<file path="config.mk">
export PLATFORM = sky130hd
export DESIGN_NAME = fetch_ctrl
export DESIGN_NICKNAME = d
export VERILOG_FILES = /design/src/rtl/fetch_ctrl.sv
export SDC_FILE = /design/constraint.sdc
export NUM_CORES = 1
export LEC_CHECK = 0
export CORE_ASPECT_RATIO = 0.75
export CORE_MARGIN = 8
export CORE_UTILIZATION = 40
export DETAILED_ROUTE_END_ITERATION = 8
export PLACE_DENSITY = 0.71
export SYNTH_ARGS = -nofsm -noshare
export SYNTH_HDL_FRONTEND = slang
export SYNTH_SLANG_ARGS = --single-unit
</file>
<file path="constraint.sdc">
create_clock -name clk -period 2.35 [get_ports clk]
set_input_delay 0.5875 -clock clk [delete_from_list [all_inputs] [get_ports clk]]
set_output_delay 0.5875 -clock clk [all_outputs]
set_load 0.1 [all_outputs]
</file>
<file path="src/rtl/fetch_ctrl.sv">
// Instruction fetch controller: streams words from a combinational instruction memory
// to decode over a valid/ready handshake. Define FETCH_HALT_EN to stop fetch on a zero word.
module fetch_ctrl #(
  parameter logic [31:0] RESET_PC = 32'h0000_0000,
  parameter int          ADDR_W   = 9
) (
  input  logic              clk,
  input  logic              reset,
  output logic [ADDR_W-1:0] mem_addr,
  input  logic [31:0]       mem_dout,
  output logic              inst_valid,
  input  logic              inst_ready,
  output logic [31:0]       inst_out,
  output logic [31:0]       inst_pc,
  input  logic              redirect_valid,
  input  logic [31:0]       redirect_pc,
  output logic              halted
);

  // state  | meaning
  // S_WAIT | first cycle after reset, memory settling, no fetch
  // S_RUN  | fetching one word per cycle while decode keeps up
  // S_HALT | stopped on a zero word (FETCH_HALT_EN builds only)
  typedef enum logic [1:0] {
    S_WAIT = 2'd0,
    S_RUN  = 2'd1,
    S_HALT = 2'd2
  } state_t;

  state_t      state_q, state_d;
  logic [31:0] fetch_pc_q, fetch_pc_d;
  logic        inst_valid_q, inst_valid_d;
  logic [31:0] inst_out_q, inst_out_d;
  logic [31:0] inst_pc_q, inst_pc_d;
  logic        load;
  logic        unused_redirect_lsb;

  assign unused_redirect_lsb = ^redirect_pc[1:0];

  always_comb begin
    state_d      = state_q;
    fetch_pc_d   = fetch_pc_q;
    inst_valid_d = inst_valid_q;
    inst_out_d   = inst_out_q;
    inst_pc_d    = inst_pc_q;
    load         = (state_q == S_RUN) && !redirect_valid && (!inst_valid_q || inst_ready);

    if (state_q == S_WAIT) begin
      state_d = S_RUN;
    end else if (redirect_valid) begin
      // Squash wins even over a simultaneous accept of the current word.
      fetch_pc_d   = {redirect_pc[31:2], 2'b00};
      inst_valid_d = 1'b0;
      state_d      = S_RUN;
    end else if (load) begin
`ifdef FETCH_HALT_EN
      if (mem_dout == 32'h0000_0000) begin
        inst_valid_d = 1'b0;
        state_d      = S_HALT;
      end else
`endif
      begin
        inst_out_d   = mem_dout;
        inst_pc_d    = fetch_pc_q;
        inst_valid_d = 1'b1;
        fetch_pc_d   = fetch_pc_q + 32'd4;
      end
    end else if (inst_valid_q && inst_ready) begin
      inst_valid_d = 1'b0;
    end
  end

  always_ff @(posedge clk) begin
    if (reset) begin
      state_q      <= S_WAIT;
      fetch_pc_q   <= RESET_PC;
      inst_valid_q <= 1'b0;
      inst_out_q   <= 32'h0;
      inst_pc_q    <= 32'h0;
    end else begin
      state_q      <= state_d;
      fetch_pc_q   <= fetch_pc_d;
      inst_valid_q <= inst_valid_d;
      inst_out_q   <= inst_out_d;
      inst_pc_q    <= inst_pc_d;
    end
  end

  assign mem_addr   = fetch_pc_q[ADDR_W+1:2];
  assign inst_valid = inst_valid_q;
  assign inst_out   = inst_out_q;
  assign inst_pc    = inst_pc_q;
`ifdef FETCH_HALT_EN
  assign halted     = (state_q == S_HALT);
`else
  assign halted     = 1'b0;
`endif

endmodule

</file>
After elaboration in Yosys (flattened, before gate mapping)
Cells that the tools add are included.
{"block": "word_totals", "ff_bits": 98, "elab_cells": 28}
{"block": "op_classes", "add_sub_neg": 1, "mux": 7, "bitwise": 2, "reduce_logical": 13}
{"cell": "32-bit 2-to-1 mux", "n": 2}
{"cell": "32-bit by 3-bit adder with 32-bit output, second input constant", "n": 1}
{"cell": "1-bit 2-to-1 mux", "n": 5}
{"cell": "2-bit AND reduction", "n": 2}
{"cell": "2-bit nonzero test", "n": 2}
{"cell": "1-bit logical AND", "n": 3}
{"cell": "3-bit AND reduction", "n": 1}
{"cell": "3-bit nonzero test", "n": 1}
{"cell": "1-bit zero test", "n": 2}
{"cell": "2-bit zero test", "n": 1}
{"cell": "1-bit inverter", "n": 2}
{"cell": "1-bit logical OR", "n": 1}

Logic depth before layout (Yosys ltp)
{"block": "depth", "depth_word": 5, "ltp_mapped": 7, "depth_no_buf": 5}

Worst setup path after synthesis
No wires, ideal clock.
{"block": "synth_path", "kind": "register to register", "start": "register inst_valid_q, in the netlist inst_valid", "end": "register fetch_pc_q[29]", "arrival_time_ns": 2.266, "required_ns": 2.228, "slack_ns": -0.038, "path_stages_with_launch": 6, "path_buffers": 1, "synth_period_minus_slack_ns": 2.388, "path_cell_list": "dfxtp_1 or3b_2 nand2_1 clkbuf_1 nor2_1 a311o_1"}
{"block": "synth_between", "elab_chain_cells": 5}
{"element": "from (decl)", "line": "32", "rtl": "logic inst_valid_q, inst_valid_d;"}
{"element": "from (signal assigned)", "line": "83", "rtl": "inst_valid_q <= inst_valid_d;"}
{"element": "1-bit zero test", "line": "46", "rtl": "load = (state_q == S_RUN) && !redirect_valid && (!inst_valid_q || inst_ready);"}
{"element": "1-bit logical OR", "line": "46"}
{"element": "1-bit logical AND", "line": "46"}
{"element": "2-bit nonzero test (no line)"}
{"element": "2-bit AND reduction (no line)"}
{"element": "to (signal assigned)", "line": "82", "rtl": "fetch_pc_q <= fetch_pc_d;"}
{"element": "to (decl)", "line": "31", "rtl": "logic [31:0] fetch_pc_q, fetch_pc_d;"}
No other way between the ends.
A chain may end at the register's enable or synchronous reset.

Final worst setup path
{"block": "layout_path", "start": "register fetch_pc_q[11]", "end": "register fetch_pc_q[17]"}
{"block": "layout_between", "elab_chain_cells": 3}
{"element": "32-bit by 3-bit adder with 32-bit output", "line": "66", "rtl": "fetch_pc_d = fetch_pc_q + 32'd4;"}
{"element": "32-bit 2-to-1 mux", "line": "55", "rtl": "end else if (load) begin"}
{"element": "32-bit 2-to-1 mux", "line": "50", "rtl": "end else if (redirect_valid) begin"}
No other way between the ends. The select of a mux whose other input is x is not followed.

==> results.md <==
- PD cells: 695.5 nW/µm²
- CP arrival: 2490 ps
- Die H: 106.7 µm
- Total Routing Usage GR: 19.85%
- Count leader, synth: nand2_1
- Clk buf depth: 2
- Fmax: 0.4467 GHz
- Per-cell routed wire length: 17.10 µm
- TritonCTS Sinks: 94
- Worst hold-check path type: reg2reg
- Nature of the critical path endpoint: flop
- Worst Max-Slew Pin Slew: 649.9 ps
- Crit-path max cell delay: 670 ps
- Via count: 4740
- Finish-stage setup viols: 0
- CP cell instances: nand4_2 -> or4_1 -> or4_1 -> a311oi_1
- Unrepaired setup endpoints after global routing: no
- Number of maximum-capacitance violations: 0
- Synthesized instance count: 583
- First-pass detailed-route iteration total: 5
- IO Count: 143
- Final Slew Violations: 0
- Setup TNS: 0 ps
- Pre-CTS setup slack: 60.23 ps
- Total routed wirelength: 14720 µm
- Initial Util: 40.59%
- NumNets Final: 786
- Synth area leaders: dfxtp_1 43%, nand2_1 14%, a21oi_1 8.8%
- #FFs+latches synth: 94
- Count of cell types in the netlist: 52
- Main synth FF type: dfxtp_1
- Non-filler instance count after layout: 861
- Reg clk slew, reported paths: 70 ps
- Post-synth EDFFs: 0
- Antenna violations before repair: 0
- N_diodes: 0
- CTS tree: done
- Mean Syn Cell Area: 7.531 µm²
- Required time worst endpoint: 2600 ps
- H-tree depth: 3
- DRC: 0
- First-pass GRT wire length: 23680 µm
- Leakage: 2.356 nW
- Fraction of synthesis flops using an asynchronous set or reset pin: 0%
- Total grt overflow: 0
- PortBufs: 137
- Worst skew pair latency: 340 ps
- Layout Skew: 8.985 ps
- Hold-fix buffers at CTS: 0
- Cts bufs inserted: 9
- Crit path kind: reg2reg
- Largest area contributor in the netlist: dfxtp_1
- Final Hold Fails: 0
- Vias in the first global route: 4614
- DRT antenna net count: 0
- Seq/Total Area, Yosys: 42.86%
- Core Area: 10820 µm²
- Setup bufs post-CTS: 0
- Synth Cell Area: 4390 µm²
- Yosys Warn Count: 0
- Post-CTS Resized: 0
- Top-area cell type share of the netlist area: 42.86%
- Dpl hpwl: 10830 µm
- Period utilization: 95.25%
- Slew margin rel.: 56.27%
- Worst Slack Setup Final: 111.5 ps
- Post-Place Cells: 846
- Routability congestion estimate: 0.8619
- Clk root buf: clkbuf_16
- Status: completed
- Synth top cells by count: 160 x nand2_1, 94 x dfxtp_1, 77 x a21oi_1
- Final min period: 2238 ps
- Largest net degree at the start of global routing: 42
- FP Rows: 33
- DR vias/cell: 5.505
- CP Launch Type: flop
- Initial detailed-routing violation count: 345
- Area of the die: 14620 µm²
- Worst VDD drop: 0.0004266 V
- Worst path slowest cell: or4_1
- Share of cells above drive strength 1: 19.97%
- Most used cell, CP: or4_1
- Width of the die: 137.0 µm
- Area delta synth->final: 40.87%
- Critical Path Fanout Max: 7
-- path summary, 6_finish.rpt --
path	from	endpoint	slack (ps)	cells after the start
hold reg to reg	inst_pc[11]	inst_pc[11]	460	2
setup reg to reg	fetch_pc_q[11]	fetch_pc_q[17]	110	4
hold / removal	inst_pc[11]	inst_pc[11]	460	2
setup / recovery	fetch_pc_q[11]	fetch_pc_q[17]	110	4
-- report_power, final --
part	internal, mW	switching (mW)	leakage [nW]	total (mW)
clock	1.03	0.613	0.161	1.65
combinational	0.289	0.621	1.43	0.909
sequential	1.67	0.0775	0.767	1.75
total	2.99	1.31	2.36	4.30
-- critical path: cells and delay by family (launching register included) --
family / cells / cell delay (ps)
simple gates: 3 / 1410
flops: 1 / 440
compound gates: 1 / 280
-- routing by layer --
metal,vias to the layer above,global-route usage (%),part of all wire [%]
met5,-,0,0
met3,13,6.075,11
met4,0,5.182,0.84
li1,2321,-,-
met2,199,31.80,45
met1,2207,25.43,43
-- metrics by stage --
stage	hold WS (ps)	area [µm²]	util, %	power (mW)
after CTS	458.5	6185	57.17	4.333
after detailed placement	449.6	5848	54.06	2.686
after global routing	474.6	6185	57.17	4.469
after floorplan	455.1	4399	-	2.383
final	456.2	6185	57.17	4.302
after global placement	442.3	5848	54.06	2.673
-- cell families after synthesis --
group                    count (synthesis)  share of synthesized area (%)
AO/OA/AOI/OAI                          158                          22.74
buffers and inverters                   67                          6.811
AND/OR/NAND/NOR                        260                          26.76
multiplexers                             2                         0.4560
flip-flops                              94                          42.86
adder cells (fa/ha/maj)                  1                         0.2849
other                                    1                        0.08541
-- placed cells by master, fill, tap and decap left out, drive strengths merged, types with 9 or more instances in the layout --
cell           instances
nand3                 16
nand2                160
o21ai                 11
buf                  118
nand4                 15
dfxtp                 94
nor2                  19
and3                  10
clkdlybuf4s50         63
a21oi                 77
nor3                   9
a31oi                 15
clkbuf                 9
-- sequential cells by signal, indices dropped and copies added, names as in the netlist --
name        count
inst_valid      1
fetch_pc_q     30
inst_pc        30
state_q         1
inst_out       32
-- area by class of cell --
| cell class | count | area [µm²] |
|---|---|---|
| timing repair buffer | 181 | 1536 |
| tap | 140 | 175.2 |
| clock inverter | 6 | 111.4 |
| multi-input combinational | 424 | 2227 |
| inverter | 7 | 26.28 |
| clock buffer | 9 | 225.2 |
| sequential | 94 | 1883 |
| fill | 1008 | 4633 |
Power figures use the tool's default switching activity.
